<file path="src/rtl/stopwatch_ctrl.sv">
// rtl/stopwatch_ctrl.sv - run/pause/lap/clear controller for a two-digit BCD stopwatch counter
module stopwatch_ctrl #(
    parameter int unsigned TICK_DIV = 100000000,
    parameter bit          WRAP     = 1'b0
) (
    input  logic       clk,
    input  logic       rst,
    input  logic       btn_start_stop,
    input  logic       btn_lap,
    input  logic       btn_clear,
    input  logic [3:0] cnt_q1,
    input  logic [3:0] cnt_q10,
    output logic       cnt_en,
    output logic       cnt_rst,
    output logic [3:0] disp_q1,
    output logic [3:0] disp_q10,
    output logic       running,
    output logic       lap_active,
    output logic       done
);

    localparam int unsigned      DIV_W    = (TICK_DIV > 2) ? $clog2(TICK_DIV) : 1;
    localparam logic [DIV_W-1:0] DIV_LAST = DIV_W'(TICK_DIV - 1);

    typedef enum logic [2:0] {
        S_IDLE,
        S_RUN,
        S_PAUSE,
        S_LAP,
        S_DONE
    } state_e;

    state_e           state_q, state_d;
    logic [DIV_W-1:0] div_q, div_d;
    logic [7:0]       lap_q, lap_d;
    logic             cnt_rst_q, cnt_rst_d;
    logic             ss_prev_q, lap_prev_q, clr_prev_q;

    logic press_ss, press_lap, press_clr;
    logic counting, terminal, at_last;

    assign press_ss  = btn_start_stop & ~ss_prev_q;
    assign press_lap = btn_lap & ~lap_prev_q;
    assign press_clr = btn_clear & ~clr_prev_q;

    assign counting = (state_q == S_RUN) || (state_q == S_LAP);
    assign terminal = !WRAP && (cnt_q10 == 4'd9) && (cnt_q1 == 4'd9);
    assign at_last  = (div_q == DIV_LAST);

    // Previous-value registers load the live button even in reset, so a held button never reads as a press.
    always_ff @(posedge clk) begin
        ss_prev_q  <= btn_start_stop;
        lap_prev_q <= btn_lap;
        clr_prev_q <= btn_clear;
        if (rst) begin
            state_q   <= S_IDLE;
            div_q     <= '0;
            lap_q     <= 8'h00;
            cnt_rst_q <= 1'b1;
        end else begin
            state_q   <= state_d;
            div_q     <= div_d;
            lap_q     <= lap_d;
            cnt_rst_q <= cnt_rst_d;
        end
    end

    always_comb begin
        state_d   = state_q;
        div_d     = div_q;
        lap_d     = lap_q;
        cnt_rst_d = 1'b0;

        if (counting) begin
            div_d = at_last ? '0 : div_q + 1'b1;
        end

        if (press_clr) begin
            state_d   = S_IDLE;
            div_d     = '0;
            lap_d     = 8'h00;
            cnt_rst_d = 1'b1;
        end else begin
            case (state_q)
                S_IDLE:  if (press_ss) state_d = S_RUN;
                S_PAUSE: if (press_ss) state_d = S_RUN;
                S_RUN: begin
                    if (press_ss) begin
                        state_d = S_PAUSE;
                    end else if (press_lap) begin
                        state_d = S_LAP;
                        lap_d   = {cnt_q10, cnt_q1};
                    end else if (terminal) begin
                        state_d = S_DONE;
                    end
                end
                S_LAP: begin
                    if (press_ss)       state_d = S_PAUSE;
                    else if (press_lap) state_d = S_RUN;
                    else if (terminal)  state_d = S_DONE;
                end
                S_DONE:  state_d = S_DONE;
                default: state_d = S_IDLE;
            endcase
        end
    end

    // Strobe is withheld at 99 without wrap so the counter parks there.
    assign cnt_en     = counting && at_last && !terminal;
    assign cnt_rst    = cnt_rst_q;
    assign running    = counting;
    assign lap_active = (state_q == S_LAP);
    assign done       = (state_q == S_DONE);
    assign disp_q10   = lap_active ? lap_q[7:4] : cnt_q10;
    assign disp_q1    = lap_active ? lap_q[3:0] : cnt_q1;

endmodule

</file>
<file path="config.mk">
export PLATFORM = sky130hd
export DESIGN_NAME = stopwatch_ctrl
export DESIGN_NICKNAME = d
export VERILOG_FILES = /design/src/rtl/stopwatch_ctrl.sv
export SDC_FILE = /design/constraint.sdc
export NUM_CORES = 1
export LEC_CHECK = 0
export BUFFER_PORTS_ARGS = -buffer_cell sky130_fd_sc_hd__buf_2
export CORE_MARGIN = 1
export CORE_UTILIZATION = 24
export DETAILED_ROUTE_END_ITERATION = 10
export PLACE_DENSITY = 0.51
export REMOVE_ABC_BUFFERS = 1
export SLEW_MARGIN = 0
export SYNTH_ARGS = -nofsm -noshare
export SYNTH_HDL_FRONTEND = slang
export SYNTH_SLANG_ARGS = --single-unit
</file>
<file path="constraint.sdc">
create_clock -name clk -period 2.22 [get_ports clk]
set_clock_uncertainty 0.2 [all_clocks]
set_input_delay 0.222 -clock clk [delete_from_list [all_inputs] [get_ports clk]]
set_output_delay 0.222 -clock clk [all_outputs]
set_load 0.01 [all_outputs]
</file>
==> impl_results.md, run 1 <==
- Worst setup SP type: primary input
- Setup CP Type: primary input to primary output
- FF-to-FF Start: div_q[14]$_SDFFE_PP0N_
- Commonest cells after routing, fill and taps aside: 36 x dfxtp_1, 32 x nor2_1, 25 x buf_2
- Maxcap violations: 0
- TNS Setup: -0.0263 ns
- Synth cell types: between 40 and 50
- Leak pwr: between 1 and 1.5 nW
- Die H: just under 100 um
- Cell taking the most area after synthesis: dfxtp_1
- DR pass1 iterations: 4
- H-Tree Level Count: 2
- # port buffers: 25
- PD cells: approximately 500 mW/mm^2
- Share of the synthesized area in the top cell type: between 30% and 40%
- Synth Warn #: 0
- Area delta synth->final: 30.7%
- Fmax: ~0.45 GHz
- Final Max Tran Viols: 0
- CTS buffer count: 5
- CTS Sinks: 42
- Netlist Area Pre-Place: ~0.0021 mm^2
- Rel. slew slack: 65.8%
- Post-DP HPWL: 3600 um
- CP startpoint: cnt_q1[0]
- Vias in the first global route: between 1500 and 2000
- HP Start: rst
- TritonCTS clock tree: done
- WL/cell: about 12 um
- Design area: approximately 0.0028 mm^2
- CP dominant cell by count: buf_2
- IO Pins: 26
- Crit path required time: approximately 1.8 ns
- Core Footprint: between 0.008 and 0.009 mm^2
- CP peak stage delay: roughly 0.52 ns
- Crit path max-delay cell type: dlygate4sd3_1
- Worst Tran Pin Value: 0.511 ns
- First-pass GRT wire length: around 8500 um
- Die area: 0.00925 mm^2
- Clk pin slew, worst setup/hold paths: ~0.08 ns
- Final WL: around 5000 um
- Initial antenna violation count: 0
- CP max FO: 4
- Via Count: ~1900
- Initial Util: 25.4%
- Seq/Total Area, Yosys: around two fifths
- Vias per cell: between 4 and 5
- Row cnt: 33
- Total track usage: 11.8%
- Antenna cells: 0
- Hold Vio Cnt, Final: 0
- DRC violations left: 0
- Crit path time final: ~2.2 ns
- Remaining antenna violation count: 0
- Overall die width: around 96 um
- CP Capture Type: primary output
- Worst slack at placement: between 0.1 and 0.15 ns
- Status: finished with violations
- Initial DRC count: roughly 100
- Max clock buf depth: 2
- Clock Tree Root: clkbuf_8
- CP Data Arrival Time: roughly 1.8 ns
- Setup ws final: -0.0263 ns
- Post-Syn Instances: ~250
- IR drop worst, VDD: around 270 uV
- Commonest non-fill, non-tap cell in the layout: dfxtp_1
- Global route overflow: 0
- Dpl cell area: between 0.002 and 0.0025 mm^2
- Ratio of cells with drive above 1 in the final layout: between 20% and 30%
- RSZ-0062 raised after global routing: true
- Worst hold margin: between 0.15 and 0.2 ns
- HP Class: primary input to flop
- GPL Wtd Cong: about 0.8
- Critical-path cell list: dlygate4sd3_1 > buf_2 > or4bb_1 > nor2_1 > nor3_4 > buf_2
- Largest net degree at the start of global routing: 16
- Failing checks: negative setup slack
- Period Utilization, post-route: 101%
- Flop and latch count out of synthesis: 42
- Synth top area cells: dfxtp_1 40%, nor2_1 5.6%, xor2_1 4.9%, mux2i_1 4.2%, mux2_2 4.2%
- Reg2Reg Setup Slack: roughly 0.080 ns
- Syn_area_per_cell: approximately 8.7 um^2
- Worst skew pair latency: ~0.29 ns
- Nets@finish: approximately 320
- # setup viols final: 1
==> worst max-delay path: cells and delay by family <==
family                 cells  cell delay [ns]
buffers and inverters      3             0.78
AND/OR/NAND/NOR            3             0.81
==> worst paths after layout <==
path,end,cells past startpoint
max,cnt_en,6
min,div_q[20]$_SDFFE_PP0N_,5
max reg2reg,div_q[14]$_SDFFE_PP0N_,7
min reg2reg,div_q[16]$_SDFFE_PP0N_,2
==> kinds of logic after synthesis <==
group           synth area share [%]
flops                           39.5
fa+ha+maj                      0.588
simple gates                    32.7
mux                             8.47
buf+inv                         4.11
compound gates                  7.64
xor+xnor                        7.00
==> Yosys cell counts, drive strengths merged <==
cell and count:
xor2 12, inv 4, o32a 1, or2 1, o21ai 8, mux2 8
nand4bb 1, and3 7, or4b 1, a31oi 2, nand2b 3, nor4b 3
a311oi 1, or4 1, o211ai 1, nand2 19, nand4 13, nand3 15
a21oi 12, nor2 34, and4b 1, nor3 7, buf 6, and2 4
a211oi 1, xnor2 5, nor3b 3, nand3b 1, or3 5, clkbuf 5
dfxtp 42, mux2i 9, nor4 4, nor2b 1, and4 2, ha 1
or4bb 2
==> per-layer routing <==
metal	share of wire (%)	wire [um]	vias up	track usage [%]
li1	-	-	992	-
met1	48	2370	894	14.7
met2	47	2360	46	20.0
met3	3.8	190	6	2.21
met4	1.4	69	0	4.73
met5	0	0	-	0
==> registers in the layout, indices dropped and copies added (netlist names) <==
signal      count
clr_prev_q      1
cnt_rst         1
div_q          27
lap_prev_q      1
lap_q           8
ss_prev_q       1
state_q         3
==> repair_timing <==
action | CTS | global route
gates resized for setup | 15 | 4
endpoints found under the hold margin | 11 | 0
setup buffers | 2 | 0
pin swaps | 2 | 0
endpoints found under the setup margin | 9 | 9
hold buffers | 11 | 0
gates cloned | 0 | 0
==> cell type report <==
class,instances,area [um^2]
Timing Repair Buffer,61,435
Clock buffer,7,86.3
Clock inverter,1,5.00
Multi-Input combinational cell,189,1260
Fill cell,889,5600
Sequential cell,42,848
Tap cell,105,131
Inverter,4,15.0
==> through the flow <==
stage               cells  utilization (%)  total power, W
floorplan             235                -        0.000831
global placement      388             29.8        0.000877
detailed placement    388             29.8        0.000878
CTS                   409             33.0         0.00141
global route          409             33.2         0.00145
finish                409             33.2         0.00139
==> power by group <==
part           switching (W)  total (W)  internal [W]
Clock               0.000261   0.000512      0.000251
Combinational      0.0000544   0.000110     0.0000555
Sequential        0.00000496   0.000765      0.000760
Total               0.000321    0.00139       0.00107
(Power assumes the default switching activity.)
==> run 2, diff against run 1 <==
--- a/config.mk
+++ b/config.mk
@@ -9,7 +9,7 @@
 export CORE_MARGIN = 1
 export CORE_UTILIZATION = 24
 export DETAILED_ROUTE_END_ITERATION = 10
-export PLACE_DENSITY = 0.51
+export PLACE_DENSITY = 0.5
 export REMOVE_ABC_BUFFERS = 1
 export SLEW_MARGIN = 0
 export SYNTH_ARGS = -nofsm -noshare
==> run 2 against run 1 <==
- the run now ends clean
- wire length shrank 1.2%
- largest power group unchanged
- setup slack better by 0.051 ns
- fmax grew 2.3%
- largest cell class unchanged
- cell count is 0.24% lower
- first-iteration DRC count shrank 8.7%
- non-clock buffer count decreased by 1
- critical path depth unchanged
- via count is 2.5% lower
- die area unchanged
- sequential power barely moved
- worst hold slack got worse by 0.016 ns
- final area down 0.14%
==> impl_results.md, run 2 (synthesis gave the netlist of run 1 again) <==
- Hold Vio Cnt, Final: 0 (unchanged)
- HP Class: primary input to flop (unchanged)
- Initial Util: 25.4% (unchanged)
- Reg-to-reg endpoint: div_q[12]$_SDFFE_PP0N_ (was div_q[14]$_SDFFE_PP0N_)
- H-Tree Level Count: 2 (unchanged)
- Row cnt: 33 (unchanged)
- TritonCTS clock tree: done (unchanged)
- IR drop worst, VDD: 267 uV (was 274 uV)
- Rel. slew slack: 61.0% (was 65.8%)
- Period Utilization, post-route: 98.9% (was 101%)
- Die area: 0.00925 mm^2 (unchanged)
- Hold EP: div_q[20]$_SDFFE_PP0N_ (unchanged)
- Global route overflow: 0 (unchanged)
- Setup CP Type: primary input to primary output (unchanged)
- RSZ-0062 raised after global routing: true (unchanged)
- Total track usage: 11.8% (about the same)
- Commonest non-fill, non-tap cell in the layout: dfxtp_1 (unchanged)
- DRC violations left: 0 (unchanged)
- Hold Path Stages: 5 (unchanged)
- DR pass1 iterations: 4 (unchanged)
- Nets@finish: 316 (was 317)
- Vias per cell: 4.63 (was 4.74)
- Initial DRC count: 94 (was 103)
- Post-Layout Cell Count: 408 (was 409)
- Overall die width: 96.2 um (unchanged)
- Inst Count DP: 388 (unchanged)
- Maxcap violations: 0 (unchanged)
- Worst skew pair latency: 0.30 ns (was 0.29 ns)
- CP max FO: 4 (unchanged)
- Via Count: 1889 (was 1938)
- HP Start: rst (unchanged)
- Core Footprint: 0.00838 mm^2 (unchanged)
- TNS Setup: 0 ns (was -0.0263 ns)
- Register area: 852 um^2 (was 848 um^2)
- Fmax: 0.456 GHz (was 0.445 GHz)
- Most flop-heavy register: div_q (unchanged)
- Remaining antenna violation count: 0 (unchanged)
- # port buffers: 25 (unchanged)
- Crit path time final: 2.20 ns (was 2.25 ns)
- Largest net degree at the start of global routing: 18 (was 16)
- Antenna cells: 0 (unchanged)
- Max clock buf depth: 2 (unchanged)
- First-pass GRT wire length: 8450 um (was 8510 um)
- Ratio of cells with drive above 1 in the final layout: 29.0% (was 28.6%)
- Reg2Reg Setup Slack: 0.11 ns (was 0.08 ns)
- Clk pin slew, worst setup/hold paths: 0.08 ns (about the same)
- Worst Tran Pin Value: 0.584 ns (was 0.511 ns)
- GPL Wtd Cong: 0.749 (was 0.782)
- Clock Tree Root: clkbuf_8 (unchanged)
- Area of the multi-input gates: 0.00124 mm^2 (was 0.00126 mm^2)
- Final Max Tran Viols: 0 (unchanged)
- IO Pins: 26 (unchanged)
- Initial antenna violation count: 0 (unchanged)
- Fillers: 874 (was 889)
- WL/cell: 12.1 um (was 12.2 um)
- Leak pwr: 1.07 nW (was 1.09 nW)
- Worst setup SP type: primary input (unchanged)
- Commonest cells after routing, fill and taps aside: 35 x dfxtp_1, 32 x nor2_1, 25 x buf_2 (was 36 x dfxtp_1, 32 x nor2_1, 25 x buf_2)
- Top Registers: div_q: 27 flops, lap_q: 8 flops, state_q: 3 flops (unchanged)
- Max reg flops: 27 (unchanged)
- PD cells: 536 mW/mm^2 (was 499 mW/mm^2)
- Die H: 96.2 um (unchanged)
- CP Capture Type: primary output (unchanged)
- Post-DP HPWL: 3580 um (was 3600 um)
- # setup viols final: 0 (was 1)
- Reg2reg path depth: 7 (unchanged)
- Status: complete, no violations (was finished with violations)
- Final WL: 4930 um (was 4990 um)
- Vias in the first global route: 1796 (was 1813)
- CP Data Arrival Time: 1.77 ns (was 1.82 ns)
- FF-to-FF Start: div_q[20]$_SDFFE_PP0N_ (was div_q[14]$_SDFFE_PP0N_)
- CTS Sinks: 42 (unchanged)
- Area delta synth->final: 30.5% (was 30.7%)
- Crit path required time: 1.80 ns (about the same)
- CTS buffer count: 5 (unchanged)
-- run 2: final cells by class --
cell class,count,area share (%)
Clock buffer,6,2.61
Clock inverter,2,1.35
Inverter,4,0.541
Multi-Input combinational cell,189,44.5
Sequential cell,42,30.7
Tap cell,105,4.73
Timing Repair Buffer,60,15.5
-- run 2: worst max path at each step --
| stage | startpoint | endpoint | depth (start not counted) |
|---|---|---|---|
| after global placement | div_q[14]$_SDFFE_PP0N_ | div_q[12]$_SDFFE_PP0N_ | 6 |
| after CTS | div_q[20]$_SDFFE_PP0N_ | cnt_en | 5 |
| after global routing | div_q[20]$_SDFFE_PP0N_ | cnt_en | 5 |
| after detailed placement | div_q[20]$_SDFFE_PP0N_ | div_q[12]$_SDFFE_PP0N_ | 6 |
| final | cnt_q1[0] | cnt_en | 6 |
| after floorplan | state_q[0]$_SDFFE_PP0P_ | div_q[25]$_SDFFE_PP0N_ | 5 |
-- run 2: per-layer routing --
metal | vias up | track usage (%) | wire length, um
li1 | 992 | - | -
met5 | - | 0 | 0
met3 | 5 | 3.08 | 200
met2 | 39 | 19.1 | 2260
met4 | 0 | 3.86 | 59
met1 | 853 | 15.2 | 2410
-- run 2: power breakdown --
group	total (W)	switching, W	internal (W)
Sequential	0.000765	0.00000497	0.000760
Combinational	0.000109	0.0000532	0.0000561
Clock	0.000614	0.000278	0.000336
Total	0.00149	0.000336	0.00115
-- run 2: per-stage QoR --
stage	total power (W)	worst slack, ns	utilization (%)	cell area [um^2]	hold slack, ns
6_report	0.00149	0.0248	33.1	2780	0.154
5_1_grt	0.00156	-0.0765	33.1	2780	0.187
4_1_cts	0.00151	0.0000391	33.0	2760	0.152
3_5_place_dp	0.000878	0.131	29.8	2500	0.143
3_3_place_gp	0.000877	0.155	29.8	2500	0.141
2_1_floorplan	0.000831	-0.0773	-	2060	0.0497
-- run 2: timing repair --
item / CTS / global route
endpoints found under the setup margin: 9 / 12
hold endpoints to repair: 11 / 0
setup buffers: 1 / 0
pin swaps: 1 / 2
hold buffers: 11 / 0
gates resized for setup: 14 / 5
-- run 2: critical path, stage by stage --
cell	delay (ns)
dlygate4sd3_1	0.52
buf_2	0.12
or4bb_1	0.38
nor2_1	0.30
nor3_2	0.08
buf_2	0.15
==> run 3, diff against run 2 <==
--- a/config.mk
+++ b/config.mk
@@ -10,6 +10,7 @@
 export CORE_UTILIZATION = 24
 export DETAILED_ROUTE_END_ITERATION = 10
 export PLACE_DENSITY = 0.5
+export RECOVER_POWER = 100
 export REMOVE_ABC_BUFFERS = 1
 export SLEW_MARGIN = 0
 export SYNTH_ARGS = -nofsm -noshare
==> run 3 against run 2 <==
- non-clock buffer count unchanged
- global-route usage unchanged
- clock-buffer cell count unchanged
- fmax about the same
- via count up 0.11%
- cell count unchanged
- critical path depth unchanged
- first-iteration DRC count up 6.4%
- sequential power about the same
- worst hold slack worse by 0.0068 ns
- setup slack worse by 0.00067 ns
- combinational power down 6%
- critical path type unchanged
==> impl_results.md, run 3 (synthesis gave the netlist of run 1 again) <==
- Status: complete, no violations (unchanged)
- Initial antenna violation count: 0 (unchanged)
- Global route overflow: 0 (unchanged)
- GPL Wtd Cong: 0.749 (unchanged)
- FF-to-FF Start: div_q[20]$_SDFFE_PP0N_ (unchanged)
- Antenna cells: 0 (unchanged)
- Commonest non-fill, non-tap cell in the layout: dfxtp_1 (unchanged)
- Post-DP HPWL: 3580 um (unchanged)
- Maxcap violations: 0 (unchanged)
- HP Class: primary input to flop (unchanged)
- Nets@finish: 316 (unchanged)
- # port buffers: 25 (unchanged)
- Area delta synth->final: 28.7% (was 30.5%)
- Top Metal Used: met4 (unchanged)
- CTS Sinks: 42 (unchanged)
- WL/cell: 12.1 um (about the same)
- CP max FO: 4 (unchanged)
- Worst hold margin: 0.147 ns (was 0.154 ns)
- Dpl cell area: 0.00250 mm^2 (unchanged)
- HP Start: rst (unchanged)
- Metal-1 WL: 2420 um (was 2410 um)
- CP Data Arrival Time: 1.77 ns (about the same)
- Clk pin slew, worst setup/hold paths: 0.08 ns (about the same)
- Via Count: 1891 (was 1889)
- DR pass1 iterations: 4 (unchanged)
- Initial Util: 25.4% (unchanged)
- Rel. slew slack: 61.8% (was 61.0%)
- Initial DRC count: 100 (was 94)
- Top Registers: div_q: 27 flops, lap_q: 8 flops, state_q: 3 flops (unchanged)
- Vias per cell: 4.63 (about the same)
- RSZ-0062 raised after global routing: true (unchanged)
- Worst skew pair latency: 0.30 ns (about the same)
- IO Pins: 26 (unchanged)
- Ratio of cells with drive above 1 in the final layout: 26.7% (was 29.0%)
- Final Max Tran Viols: 0 (unchanged)
- CP Capture Type: primary output (unchanged)
- Most flop-heavy register: div_q (unchanged)
- Core Util, Final: 32.7% (was 33.1%)
- Largest net degree at the start of global routing: 18 (unchanged)
- First-pass GRT wire length: 8450 um (unchanged)
- Core Footprint: 0.00838 mm^2 (unchanged)
- Hold Vio Cnt, Final: 0 (unchanged)
- Reg2reg path depth: 7 (unchanged)
- Reg2Reg Setup Slack: 0.06 ns (was 0.11 ns)
- Fmax: 0.455 GHz (was 0.456 GHz)
- Leak pwr: 1.05 nW (was 1.07 nW)
- Clock Tree Root: clkbuf_8 (unchanged)
- Max clock buf depth: 2 (unchanged)
- Crit path required time: 1.80 ns (about the same)
- Crit path time final: 2.20 ns (about the same)
- Commonest cells after routing, fill and taps aside: 35 x dfxtp_1, 32 x nor2_1, 21 x buf_2, 21 x buf_4, 17 x nand2_1 (was 35 x dfxtp_1, 32 x nor2_1, 25 x buf_2)
- Hold Path Stages: 5 (unchanged)
- Row cnt: 33 (unchanged)
- Max reg flops: 27 (unchanged)
- Final WL: 4920 um (was 4930 um)
- H-Tree Level Count: 2 (unchanged)
- Setup ws final: 0.0241 ns (was 0.0248 ns)
- TritonCTS clock tree: done (unchanged)
- Met3 Wirelength: 186 um (was 200 um)
- Vias in the first global route: 1796 (unchanged)
- Die H: 96.2 um (unchanged)
- DRC violations left: 0 (unchanged)
- Remaining antenna violation count: 0 (unchanged)
- # setup viols final: 0 (unchanged)
- CTS buffer count: 5 (unchanged)
- Overall die width: 96.2 um (unchanged)
- Worst setup SP type: primary input (unchanged)
- Hold EP: div_q[20]$_SDFFE_PP0N_ (unchanged)
- Worst Tran Pin Value: 0.572 ns (was 0.584 ns)
- Reg-to-reg endpoint: div_q[11]$_SDFFE_PP0N_ (was div_q[12]$_SDFFE_PP0N_)
- Design area: 0.00274 mm^2 (was 0.00278 mm^2)
- Setup CP Type: primary input to primary output (unchanged)
- Die area: 0.00925 mm^2 (unchanged)
- WL met2: 2250 um (was 2260 um)
- Worst slack at placement: 0.131 ns (unchanged)
- Period Utilization, post-route: 98.9% (about the same)
- PD cells: 541 mW/mm^2 (was 536 mW/mm^2)
- IR drop worst, VDD: 268 uV (was 267 uV)
- Total track usage: 11.8% (unchanged)
-- run 3: per-layer routing --
metal  vias to the layer above  track usage (%)
met5                         -                0
met4                         0             3.86
met3                         5             3.08
met2                        35             19.1
met1                       861             15.2
li1                        990                -
-- run 3: worst max path at each step --
| stage | from | endpoint | cells past startpoint |
|---|---|---|---|
| floorplan | state_q[0]$_SDFFE_PP0P_ | div_q[25]$_SDFFE_PP0N_ | 5 |
| global placement | div_q[14]$_SDFFE_PP0N_ | div_q[12]$_SDFFE_PP0N_ | 6 |
| detailed placement | div_q[20]$_SDFFE_PP0N_ | div_q[12]$_SDFFE_PP0N_ | 6 |
| CTS | div_q[20]$_SDFFE_PP0N_ | cnt_en | 5 |
| global route | div_q[20]$_SDFFE_PP0N_ | cnt_en | 5 |
| finish | cnt_q1[0] | cnt_en | 6 |
-- run 3: critical path: stages --
cell and delay [ns]:
dlygate4sd3_1 0.52, buf_2 0.12, or4bb_1 0.38, nor2_1 0.30, nor3_2 0.08, buf_2 0.15
-- run 3: timing repair --
action,in CTS,in global routing
hold buffers,11,0
hold endpoints to repair,11,0
setup buffers,1,0
pin swaps,1,2
endpoints found under the setup margin,9,12
resized for setup,14,5
gates cloned,0,0
-- run 3: layout make-up --
type	count	area, um^2
Clock buffer	6	72.6
Fill cell	884	5640
Inverter	4	15.0
Timing Repair Buffer	60	408
Multi-Input combinational cell	189	1220
Clock inverter	2	37.5
Sequential cell	42	852
Tap cell	105	131
-- run 3: where the power goes --
part | internal (W) | switching, W
logic | 0.0000503 | 0.0000520
registers | 0.000760 | 0.00000497
clock network | 0.000336 | 0.000279
-- run 3: stage by stage --
| step | power (W) | setup TNS, ns | cells |
|---|---|---|---|
| 2_1_floorplan | 0.000831 | -0.0773 | 235 |
| 3_3_place_gp | 0.000877 | 0 | 388 |
| 3_5_place_dp | 0.000878 | 0 | 388 |
| 4_1_cts | 0.00151 | 0 | 408 |
| 5_1_grt | 0.00155 | -1.02 | 408 |
| 6_report | 0.00148 | 0 | 408 |
